[src/rtl/wishbone_pwm.sv]
// Wishbone-slave PWM generator with double-buffered PERIOD/DUTY.
// New period/duty values are picked up only at a counter wrap, or continuously while disabled.
module wishbone_pwm #(
  parameter logic [31:0] BASE_ADDR = 32'h3000_0010,
  parameter int unsigned WIDTH     = 16
) (
  input  logic        wb_clk_i,
  input  logic        wb_rst_n_i,
  input  logic        wbs_stb_i,
  input  logic        wbs_cyc_i,
  input  logic        wbs_we_i,
  input  logic [3:0]  wbs_sel_i,
  input  logic [31:0] wbs_dat_i,
  input  logic [31:0] wbs_adr_i,
  output logic        wbs_ack_o,
  output logic [31:0] wbs_dat_o,
  input  logic        en_i,
  output logic        pwm_o,
  output logic        period_done_o
);

  logic             hit, acc;
  logic [1:0]       reg_sel;
  logic [WIDTH-1:0] period_q, duty_q, period_d, duty_d;
  logic [WIDTH-1:0] period_sh_q, duty_sh_q, cnt_q;
  logic [31:0]      period_ext, duty_ext, rd_data;

  assign hit     = wbs_stb_i & wbs_cyc_i & (wbs_adr_i[31:4] == BASE_ADDR[31:4]);
  assign acc     = hit & ~wbs_ack_o;
  assign reg_sel = wbs_adr_i[3:2];

  // Byte-lane merge of write data into the zero-extended current register value.
  function automatic logic [31:0] lane_merge(input logic [31:0] old_val,
                                             input logic [31:0] wdat,
                                             input logic [3:0]  sel);
    logic [31:0] res;
    res = old_val;
    for (int n = 0; n < 4; n++) begin
      if (sel[n]) res[8*n +: 8] = wdat[8*n +: 8];
    end
    return res;
  endfunction

  always_comb begin
    period_ext = 32'(period_q);
    duty_ext   = 32'(duty_q);
    period_d   = period_q;
    duty_d     = duty_q;
    if (acc && wbs_we_i) begin
      if (reg_sel == 2'd0) period_d = WIDTH'(lane_merge(period_ext, wbs_dat_i, wbs_sel_i));
      if (reg_sel == 2'd1) duty_d   = WIDTH'(lane_merge(duty_ext, wbs_dat_i, wbs_sel_i));
    end
  end

  always_comb begin
    rd_data = '0;
    unique case (reg_sel)
      2'd0: rd_data = period_ext;
      2'd1: rd_data = duty_ext;
      2'd2: rd_data = 32'(cnt_q);
      2'd3: rd_data = {30'b0, pwm_o, en_i};
    endcase
  end

  always_ff @(posedge wb_clk_i or negedge wb_rst_n_i) begin
    if (!wb_rst_n_i) begin
      wbs_ack_o <= 1'b0;
      wbs_dat_o <= '0;
      period_q  <= '0;
      duty_q    <= '0;
    end else begin
      wbs_ack_o <= acc;
      if (acc) wbs_dat_o <= rd_data;
      period_q  <= period_d;
      duty_q    <= duty_d;
    end
  end

  // Shadows load from the pre-write register value, so a write landing on a wrap waits a period.
  always_ff @(posedge wb_clk_i or negedge wb_rst_n_i) begin
    if (!wb_rst_n_i) begin
      cnt_q         <= '0;
      period_sh_q   <= '0;
      duty_sh_q     <= '0;
      pwm_o         <= 1'b0;
      period_done_o <= 1'b0;
    end else if (!en_i) begin
      cnt_q         <= '0;
      period_sh_q   <= period_q;
      duty_sh_q     <= duty_q;
      pwm_o         <= 1'b0;
      period_done_o <= 1'b0;
    end else begin
      pwm_o <= (cnt_q < duty_sh_q);
      if (cnt_q == period_sh_q) begin
        cnt_q         <= '0;
        period_sh_q   <= period_q;
        duty_sh_q     <= duty_q;
        period_done_o <= 1'b1;
      end else begin
        cnt_q         <= cnt_q + WIDTH'(1);
        period_done_o <= 1'b0;
      end
    end
  end

endmodule

[config.mk]
export PLATFORM = sky130hd
export DESIGN_NAME = wishbone_pwm
export DESIGN_NICKNAME = d
export VERILOG_FILES = /design/src/rtl/wishbone_pwm.sv
export SDC_FILE = /design/constraint.sdc
export NUM_CORES = 1
export LEC_CHECK = 0
export ABC_AREA = 1
export BUFFER_PORTS_ARGS = -buffer_cell sky130_fd_sc_hd__buf_4
export CAP_MARGIN = 20
export CELL_PAD_IN_SITES_DETAIL_PLACEMENT = 2
export CELL_PAD_IN_SITES_GLOBAL_PLACEMENT = 2
export CORE_MARGIN = 2
export CORE_UTILIZATION = 32
export DETAILED_ROUTE_END_ITERATION = 12
export PLACE_DENSITY = 0.89
export SLEW_MARGIN = 5
export SYNTH_ARGS = -nofsm -noshare
export SYNTH_HDL_FRONTEND = slang
export SYNTH_SLANG_ARGS = --single-unit
[constraint.sdc]
create_clock -name wb_clk_i -period 1.8 [get_ports wb_clk_i]
set_input_delay 0.18 -clock wb_clk_i [delete_from_list [all_inputs] [get_ports wb_clk_i]]
set_output_delay 0.18 -clock wb_clk_i [all_outputs]
set_load 0.01 [all_outputs]
==> impl_metrics.csv, run 1 <==
group,metric,value,unit
synth,ys_top_cells_by_area,"dfrtp_1 (46%), nand2_1 (15%), nor2_1 (5.0%), nand3_1 (4.8%), nand4_1 (4.3%)",
power,cellInternalPower,3.342,mW
grt,grt_use_met2,44.93,%
power,pwr-share-comb,6.7,%
power,ir_drop,0.4438,mV
setup_path,startpoint,"cnt_q[1]$_DFF_PN0_",
grt,grt_first_pass_wirelength,34040,µm
grt,antenna_found_initial,0,
setup_path,path_depth,9,
clocking,clkLatencyLatePin,0.37,ns
placed_design,portBuffers,72,
placed_design,dp_slack,0.02270,ns
power,power.share.clock,44.5,%
clocking,path_clk_slew,0.08,ns
setup_path,path_buf_inv,1,
min_path,min_path_cells,3,
grt,gr-total-overflow,0,
detailed_routing,drtPass1Iterations,5,
timing,timing.fmax,0.5609,GHz
cells_and_area,area_delta_synth_final,21.66,%
setup_path,crit_path_frequent_cell,"nand2_1",
power,cellPowerDensity,699.4,mW/mm²
synth,yosys.area.top_type,"dfrtp_1",
clocking,cts_tree,"yes",
die,dieArea,0.01779,mm²
detailed_routing,routed_wl,21710,µm
die,start_util,32.52,%
die,io_pins,109,
synth,synth_top_area_share,46.26,%
setup_path,crit_path_end_kind,"register",
min_path,min_to,"duty_q[8]$_DFFE_PN0P_",
setup_path,reg2reg_slack,0.02,ns
cells_and_area,fillCellCount,1912,
synth,seq_area_frac_synth,46.26,%
detailed_routing,drtIter0Drc,330,
grt,track_usage,25.05,%
power,swShare,26.66,%
setup_path,critical_path_class,"register to register",
min_path,min-delay-start,"wbs_dat_i[8]",
setup_path,start_kind,"register",
setup_path,critPathSlowestCell,"dfrtp_2",
setup_path,worstReg2RegStart,"cnt_q[1]$_DFF_PN0_",
setup_path,reg2reg_depth,9,
run_status,outcome,"finished clean",
timing,slew_viol_final,0,
grt,grtUsageMet3,4.833,%
setup_path,worst_ep_required_time,2.10,ns
timing,layout_setup_ws,0.01721,ns
cells_and_area,fin_util,39.57,%
clocking,cts_made_buffers,9,
synth,synth_flop_cell,"dfrtp_1",
setup_path,critPathArrivalTime,2.08,ns
synth,ys_types,31,
synth,synth_warnings,0,
placed_design,dp_hpwl,14450,µm
detailed_routing,vias,5251,
placed_design,placed_area,0.006117,mm²
grt,busiest_layer,"met2",
cells_and_area,design_area,0.006515,mm²
cells_and_area,multiInputGateArea,0.002456,mm²
setup_path,critPathMaxStageDelay,0.48,ns
clocking,cts-root-buf,"clkbuf_16",
setup_path,crit_family,"simple AND/OR/NAND/NOR gates",
grt,grt_max_degree,43,
min_path,hp-class,"input pin to register",
detailed_routing,drc_errors,0,
grt,grt_pass1_vias,5928,
timing,setup_viol,0,
die,core,0.01647,mm²
die,chipHeight,133.4,µm
detailed_routing,antenna_left,0,
synth,synth_area_per_cell,7.898,µm²
die,die_w,133.4,µm
synth,synthCells,678,
clocking,cts_sinks,99,
synth,synth_edf_count,0,
timing,tightestPinTransition,0.6339,ns
synth,synth-async-reset-ratio,100.0,%
clocking,clockBufferDepth,2,
placed_design,gp_congestion,0.8057,
clocking,htreeDepth,3,
power,p_switching,1.215,mW
flow_run,cap_viol_max_count,0,
timing,rsz0062_at_grt,"true",
cells_and_area,antenna_cells,0,
setup_path,path_cells,"xor2_1, nor2_1, nand2_1, nor2_1, nand2_2, nand2_4, buf_12, nand2_1, nand2_1",
synth,synth_area,0.005355,mm²
timing,post-route-period-util,99.04,%
timing,slew-limit-headroom,57.70,%
power,leakage,3.410,nW
timing,fin_crit,1.783,ns
cells_and_area,drive_above_1_share,17.65,%
die,fp-row-count,47,
timing,holdWs,0.07682,ns
timing,finalHoldViolCount,0,
synth,synth.most_common_cell,"nand2_1",
cells_and_area,fin_nets,844,
synth,synth_common_cells,"nand2_1 (209), dfrtp_1 (99), nor2_1 (71)",
detailed_routing,via_per_inst,5.364,
setup_path,path_max_fanout,17,
setup_path,reg2reg_to,"duty_sh_q[10]$_DFFE_PN0P_",
timing,worst_clock_skew,0.01212,ns
power,seq_power_share,48.8,%
grt,met1_usage,29.74,%
cells_and_area,seqCellArea,0.002484,mm²
detailed_routing,wl_per_cell,22.17,µm
synth,synth-seq-cells,99,
[timing repair]
action / in CTS / in global routing
hold buffers: 1 / 0
setup endpoints to repair: 31 / 40
pin swaps: 1 / 0
buffers inserted: 2 / 2
hold endpoints to repair: 40 / 0
resized for setup: 5 / 13
[layout by cell type (no fill, tap or decap), types with 5 or more instances in the layout]
master / synthesis / layout
nand2_1: 209 / 209
dfrtp_1: 99 / 94
buf_4: 20 / 91
nor2_1: 71 / 69
inv_1: 57 / 56
nand3_1: 51 / 51
nand4_1: 37 / 37
xor2_1: 18 / 18
o21ai_0: 17 / 17
conb_1: 1 / 16
ha_1: 16 / 15
a221oi_1: 13 / 13
o21ai_1: 10 / 10
a21oi_1: 10 / 10
clkbuf_16: 0 / 9
dfrtp_2: 0 / 5
[worst max-delay path by stage]
stage / end / slack [ns]
2_1_floorplan: duty_sh_q[10]$_DFFE_PN0P_ / 0.40
3_3_place_gp: duty_sh_q[12]$_DFFE_PN0P_ / 0.19
3_5_place_dp: duty_sh_q[10]$_DFFE_PN0P_ / 0.02
4_1_cts: duty_sh_q[10]$_DFFE_PN0P_ / 0.01
5_1_grt: cnt_q[11]$_DFF_PN0_ / -0.05
6_report: duty_sh_q[10]$_DFFE_PN0P_ / 0.02
[power groups by stage]
stage	Combinational [mW]	Sequential [mW]	Clock, mW
global placement	0.276	2.27	0
floorplan	0.121	2.27	0
CTS	0.302	2.22	2.05
finish	0.305	2.22	2.03
detailed placement	0.295	2.27	0
global route	0.333	2.22	2.13
[metal layers]
| metal | up-vias | wire length (µm) | part of all wire, % |
|---|---|---|---|
| met5 | - | 0 | 0 |
| met4 | 0 | 587 | 2.7 |
| met3 | 45 | 1093 | 5.0 |
| met2 | 183 | 11470 | 53 |
| met1 | 2703 | 8556 | 39 |
| li1 | 2320 | - | - |
[cell families (layout without fill, tap and decap cells)]
kind of cell	count (synthesis)	after routing	synth area share, %
xor+xnor	19	19	3.107
other cells	1	16	0.07003
compound gates	53	53	6.005
fa+ha+maj	16	16	3.738
buf+inv	106	172	9.696
flops	99	99	46.26
simple gates	384	384	31.12
[layout make-up]
class	instances	share of cell area, %
sequential	99	38.12
multi-input combinational	488	37.70
timing repair buffer	97	12.04
tap	220	4.225
clock buffer	10	3.668
inverter	59	3.399
clock inverter	6	0.8450
[worst reg2reg max path: stages (launching register included)]
cell and delay (ns):
dfrtp_2 0.48, xor2_1 0.20, nor2_1 0.17, nand2_1 0.11, nor2_1 0.15, nand2_2 0.12
nand2_4 0.11, buf_12 0.16, nand2_1 0.11, nand2_1 0.12
[through the flow]
step	cells	power, mW	TNS (ns)
after global routing	979	4.691	-0.2725
final	979	4.556	0
after detailed placement	958	2.562	0
after floorplan	693	2.390	0
after CTS	977	4.570	0
after global placement	958	2.544	0
[flip-flops by register name, summed over array words and instances, names as in the netlist]
| name | flops |
|---|---|
| pwm_o | 1 |
| wbs_ack_o | 1 |
| period_q | 16 |
| cnt_q | 16 |
| period_sh_q | 16 |
| duty_q | 16 |
| duty_sh_q | 16 |
| period_done_o | 1 |
| wbs_dat_o | 16 |
Note: power is estimated with default switching activity, not from simulation.
==> inputs of run 2 (changes only) <==
ABC_AREA = not set   (was 1)
CORE_UTILIZATION = 35   (was 32)
PLACE_DENSITY = 0.88   (was 0.89)
==> impl_metrics.csv, run 2 <==
group,metric,value,unit
grt,antenna_found_initial,0,
timing,post-route-period-util,117.8,%
timing,layout_setup_ws,-0.3199,ns
cells_and_area,antenna_cells,0,
synth,synth_area,0.004902,mm²
detailed_routing,wl_per_cell,26.43,µm
timing,worst_clock_skew,0.008624,ns
timing,finalHoldViolCount,0,
detailed_routing,antenna_left,0,
clocking,cts-root-buf,"clkbuf_16",
timing,setup_viol,79,
die,chipHeight,122.4,µm
power,cellPowerDensity,666.3,mW/mm²
grt,grt_pass1_vias,4536,
clocking,htreeDepth,3,
cells_and_area,area_delta_synth_final,35.86,%
synth,synth-async-reset-ratio,100.0,%
timing,timing.fmax,0.4717,GHz
synth,synth_flop_cell,"dfrtp_1",
synth,synth_compound_gate_area_share,4.747,%
synth,ys_top_cells_by_area,"dfrtp_1 (51%), mux2_2 (15%), ha_1 (4.1%), nor2_1 (3.8%), xor2_1 (3.8%)",
power,power.share.clock,44.2,%
detailed_routing,vias,3858,
detailed_routing,routed_wl,19160,µm
synth,synthCells,423,
timing,fin_crit,2.120,ns
detailed_routing,via_per_inst,5.321,
synth,synthSimpleGateAreaFrac,10.85,%
synth,ys_types,33,
run_status,outcome,"finished, violations left",
grt,grt_max_degree,42,
synth,synth_area_per_cell,11.59,µm²
clocking,clkLatencyLatePin,0.36,ns
die,io_pins,109,
die,die_w,122.4,µm
flow_run,cap_viol_max_count,0,
timing,rsz0062_at_grt,"true",
die,dieArea,0.01497,mm²
clocking,cts_made_buffers,9,
clocking,path_clk_slew,0.07,ns
grt,track_usage,26.02,%
synth,synth.most_common_cell,"dfrtp_1",
power,swShare,23.34,%
setup_path,critPathArrivalTime,2.36,ns
synth,synth_mux_area_share,18.94,%
power,p_switching,1.036,mW
setup_path,path_max_fanout,13,
setup_path,reg2reg_depth,7,
cells_and_area,drive_above_1_share,43.49,%
power,seq_power_share,50.1,%
synth,synth-xor-area-share,5.181,%
die,start_util,35.59,%
clocking,clockBufferDepth,2,
detailed_routing,drc_errors,0,
timing,holdWs,0.05783,ns
cells_and_area,final_common_cell,"buf_4",
cells_and_area,finalNonFillerCells,725,
power,pwr-share-comb,5.7,%
synth,synth_edf_count,0,
min_path,hp-class,"input pin to register",
synth,synth_warnings,0,
synth,yosys.area.top_type,"dfrtp_1",
synth,synth_common_cells,"dfrtp_1 (99), mux2_2 (66), nor2_1 (50)",
power,ir_drop,0.5387,mV
power,cellInternalPower,3.402,mW
run_status,failed_checks,"negative setup slack",
placed_design,gp_congestion,0.7977,
setup_path,start_kind,"register",
detailed_routing,drtPass1Iterations,4,
grt,grt_first_pass_wirelength,28190,µm
cells_and_area,fin_nets,631,
die,core,0.01377,mm²
synth,seq_area_frac_synth,50.54,%
timing,slew-limit-headroom,64.16,%
cells_and_area,layout_common_cells,"buf_4 (114), dfrtp_1 (99), nor2_1 (50)",
min_path,min_path_cells,2,
die,fp-row-count,43,
power,p_total,4.438,mW
timing,tightestPinTransition,0.5376,ns
clocking,cts_sinks,99,
synth,synth_top_area_share,50.54,%
synth,synth-seq-cells,99,
placed_design,portBuffers,72,
placed_design,dp_hpwl,12440,µm
detailed_routing,drtIter0Drc,130,
placed_design,dpl.cell_count,703,
timing,slew_viol_final,0,
clocking,cts_tree,"yes",
setup_path,critical_path_class,"register to register",
setup_path,worst_ep_required_time,2.04,ns
power,leakage,3.382,nW
setup_path,crit_path_end_kind,"register",
synth,synth_top_family_by_area,"multiplexers",
grt,gr-total-overflow,0,
synth,synth-adder-area-share,4.084,%
[run 2: changes by cell type after synthesis, moves of 24 or more]
cell / before / now
mux2_2: 0 / 66
a21oi_1: 10 / 34
nand3_1: 51 / 3
nand4_1: 37 / 6
inv_1: 57 / 20
nand2_1: 209 / 9
[run 2: per-stage QoR]
step	setup slack [ns]	utilization, %	setup TNS, ns	cell area (µm²)
3_3_place_gp	-0.2751	43.94	-14.66	6052
6_report	-0.3199	48.36	-14.12	6660
4_1_cts	-0.2736	47.50	-10.37	6543
3_5_place_dp	-0.4719	43.94	-27.02	6052
5_1_grt	-0.3727	48.36	-18.93	6660
2_1_floorplan	-0.1812	-	-4.433	5126
[run 2: final timing paths]
| check | start | to | slack [ns] |
|---|---|---|---|
| max | cnt_q[12]$_DFF_PN0_ | duty_sh_q[7]$_DFFE_PN0P_ | -0.32 |
| min reg2reg | duty_sh_q[0]$_DFFE_PN0P_ | duty_sh_q[0]$_DFFE_PN0P_ | 0.51 |
| min in group asynchronous | wb_rst_n_i | period_q[7]$_DFFE_PN0P_ | 0.34 |
| min | wbs_dat_i[10] | duty_q[10]$_DFFE_PN0P_ | 0.06 |
| max in group asynchronous | wb_rst_n_i | period_sh_q[12]$_DFFE_PN0P_ | 0.73 |
| max reg2reg | cnt_q[12]$_DFF_PN0_ | duty_sh_q[7]$_DFFE_PN0P_ | -0.32 |
[run 2: layout make-up]
cell class              count  area [µm²]
fillers                  1372        7113
multi-input cells         285        2551
flip-flops and latches     99        2477
inverters                  20       75.07
clock inverters             4       51.30
well taps                 180       225.2
clock buffers              11       232.7
repair buffers            126        1047
[run 2: critical path, cell delays in order, from the launching register on]
cell and delay, ns:
dfrtp_1 0.40, xor2_1 0.19, nor4_2 0.31, buf_4 0.17
nand4_1 0.19, nand2_4 0.21, buf_12 0.18, mux2_2 0.35
[run 2: kinds of logic after synthesis]
group                    count (synthesis)
flip-flops                              99
other                                    1
adder cells (fa/ha/maj)                 16
AND/OR/NAND/NOR                         98
AO/OA/AOI/OAI                           44
buffers and inverters                   54
XOR/XNOR                                29
multiplexers                            82
[run 2: what timing repair did]
| action | 4_1_cts | 5_1_grt |
|---|---|---|
| cloned | 0 | 1 |
| pin swaps | 3 | 13 |
| buffers inserted | 4 | 3 |
| hold endpoints to repair | 35 | 0 |
| endpoints found under the setup margin | 96 | 80 |
| hold buffers | 1 | 0 |
| resized for setup | 39 | 16 |
[run 2: routing by layer]
metal  vias up  track usage (%)  wire [µm]
met2       113            48.16      10190
met3        63            6.273        595
li1       1658                -          -
met5         -                0          0
met1      2024            27.48       7270
met4         0            12.57       1111
[run 2: power groups by stage]
stage | Sequential (mW) | Combinational (mW) | Clock, mW
floorplan | 2.27 | 0.0805 | 0
global placement | 2.27 | 0.220 | 0
detailed placement | 2.27 | 0.235 | 0
CTS | 2.22 | 0.251 | 2.00
global route | 2.22 | 0.270 | 2.08
finish | 2.22 | 0.251 | 1.96
==> inputs of run 3 (changes only) <==
CORE_ASPECT_RATIO = 1.75   (was not set)
clock period = 2.1 ns   (was 1.8 ns; I/O delays follow)
==> impl_metrics.csv, run 3 (same netlist as run 2, synthesis figures left out) <==
group,metric,value,unit
run_status,outcome,"finished, violations left",
run_status,failed_checks,"negative setup slack",
detailed_routing,wl_met1,7493,µm
cells_and_area,layout_common_cells,"buf_4 (105), dfrtp_1 (97), mux2_4 (64)",
placed_design,gp_congestion,0.8658,
setup_path,worst_ep_required_time,2.34,ns
cells_and_area,multiInputGateArea,0.002494,mm²
detailed_routing,drtPass1Iterations,4,
clocking,clkLatencyLatePin,0.37,ns
cells_and_area,drive_above_1_share,40.88,%
setup_path,path_depth,8,
grt,track_usage,27.32,%
grt,antenna_found_initial,0,
setup_path,reg2reg_depth,8,
detailed_routing,via_per_inst,5.449,
power,ir_drop,0.3186,mV
setup_path,crit_family,"simple AND/OR/NAND/NOR gates",
die,start_util,35.61,%
die,fp-row-count,57,
detailed_routing,antenna_left,0,
die,io_pins,109,
die,chipHeight,160.6,µm
die,die_w,93.46,µm
power,cellPowerDensity,571.7,mW/mm²
grt,gr-total-overflow,0,
cells_and_area,finalNonFillerCells,720,
placed_design,dpl.cell_count,688,
timing,rsz0062_at_grt,"true",
detailed_routing,wl_met2,11210,µm
grt,grt_first_pass_wirelength,29480,µm
timing,fin_crit,2.269,ns
cells_and_area,antenna_cells,0,
detailed_routing,routed_wl,20690,µm
grt,grt_pass1_vias,4602,
timing,post-route-period-util,108.1,%
setup_path,start_kind,"register",
min_path,min_path_cells,2,
clocking,cts_tree,"yes",
cells_and_area,seqCellArea,0.002480,mm²
setup_path,critPathArrivalTime,2.51,ns
setup_path,path_cells,"xor2_1, nor4_2, buf_4, nand4_1, nand2_2, buf_8, buf_12, mux2_4",
clocking,cts_sinks,99,
flow_run,cap_viol_max_count,0,
detailed_routing,wl_met3,654,µm
die,dieArea,0.01501,mm²
min_path,hp-class,"input pin to register",
timing,timing.fmax,0.4406,GHz
cells_and_area,fillCellCount,1369,
setup_path,path_buf_inv,3,
grt,grt_max_degree,50,
setup_path,crit_path_end_kind,"register",
min_path,min-delay-start,"wbs_dat_i[4]",
cells_and_area,area_delta_synth_final,36.40,%
detailed_routing,vias,3923,
detailed_routing,drtIter0Drc,271,
cells_and_area,fin_util,48.58,%
detailed_routing,wl_per_cell,28.73,µm
placed_design,portBuffers,72,
detailed_routing,drc_errors,0,
clocking,cts-root-buf,"clkbuf_16",
cells_and_area,fin_nets,628,
die,core,0.01376,mm²
clocking,clockBufferDepth,2,
clocking,htreeDepth,3,
detailed_routing,highest_layer,"met4",
timing,layout_setup_ws,-0.1694,ns
timing,worst_clock_skew,0.01534,ns
setup_path,critPathSlowestCell,"dfrtp_1",
setup_path,startpoint,"cnt_q[2]$_DFF_PN0_",
setup_path,critPathMaxStageDelay,0.44,ns
timing,fin_setup_tns,-4.591,ns
setup_path,critical_path_class,"register to register",
timing,slew_viol_final,0,
placed_design,dp_hpwl,11980,µm
clocking,cts_made_buffers,9,
setup_path,path_max_fanout,9,
timing,finalHoldViolCount,0,
clocking,path_clk_slew,0.09,ns
setup_path,worstReg2RegStart,"cnt_q[2]$_DFF_PN0_",
power,leakage,3.415,nW
placed_design,dp_slack,-0.3156,ns
cells_and_area,final_common_cell,"buf_4",
timing,setup_viol,33,
run 3: path summary, 6_finish.rpt:
| check | slack [ns] | to |
|---|---|---|
| setup / recovery | -0.17 | period_sh_q[9]$_DFFE_PN0P_ |
| hold / removal | 0.08 | duty_q[4]$_DFFE_PN0P_ |
| setup reg to reg | -0.17 | period_sh_q[9]$_DFFE_PN0P_ |
| hold reg to reg | 0.53 | wbs_dat_o[1]$_DFFE_PN0P_ |
| max in group asynchronous | 1.12 | duty_sh_q[13]$_DFFE_PN0P_ |
| min in group asynchronous | 0.31 | period_q[2]$_DFFE_PN0P_ |
run 3: through the flow:
| stage | hold slack, ns | cell area, µm² | power, mW |
|---|---|---|---|
| 2_1_floorplan | -0.08559 | 4959 | 2.013 |
| 3_3_place_gp | 0.1504 | 5859 | 2.131 |
| 3_5_place_dp | 0.1537 | 5859 | 2.143 |
| 4_1_cts | 0.07814 | 6420 | 3.812 |
| 5_1_grt | 0.09049 | 6686 | 3.947 |
| 6_report | 0.08469 | 6686 | 3.822 |
run 3: worst reg2reg max path, stage by stage, from the launching register on:
cell     delay [ns]
dfrtp_1        0.44
xor2_1         0.22
nor4_2         0.40
buf_4          0.18
nand4_1        0.13
nand2_2        0.15
buf_8          0.16
buf_12         0.16
mux2_4         0.32
run 3: timing repair:
action | in CTS | in global routing
buffers inserted | 10 | 3
gates cloned | 3 | 2
endpoints found under the setup margin | 78 | 80
pin swaps | 4 | 7
gates resized for setup | 31 | 56
endpoints found under the hold margin | 26 | 0
hold buffers | 1 | 0
run 3: power breakdown:
group | total (mW) | internal [mW] | switching, mW
clock | 1.71 | 0.841 | 0.865
combinational | 0.210 | 0.0883 | 0.122
sequential | 1.91 | 1.91 | 0.000396
run 3: layer usage:
layer  GRT usage (%)  vias to the layer above
li1                -                     1666
met1           29.10                     2055
met2           48.86                      136
met3           4.315                       66
met4           17.45                        0
met5               0                        -
run 3: layout make-up:
cell class                      instances  share of cell area [%]
Clock buffer                            9                   3.368
Tap cell                              177                   3.312
Multi-Input combinational cell        285                   37.29
Clock inverter                          7                   1.029
Sequential cell                        99                   37.09
Timing Repair Buffer                  123                   16.79
Inverter                               20                   1.123
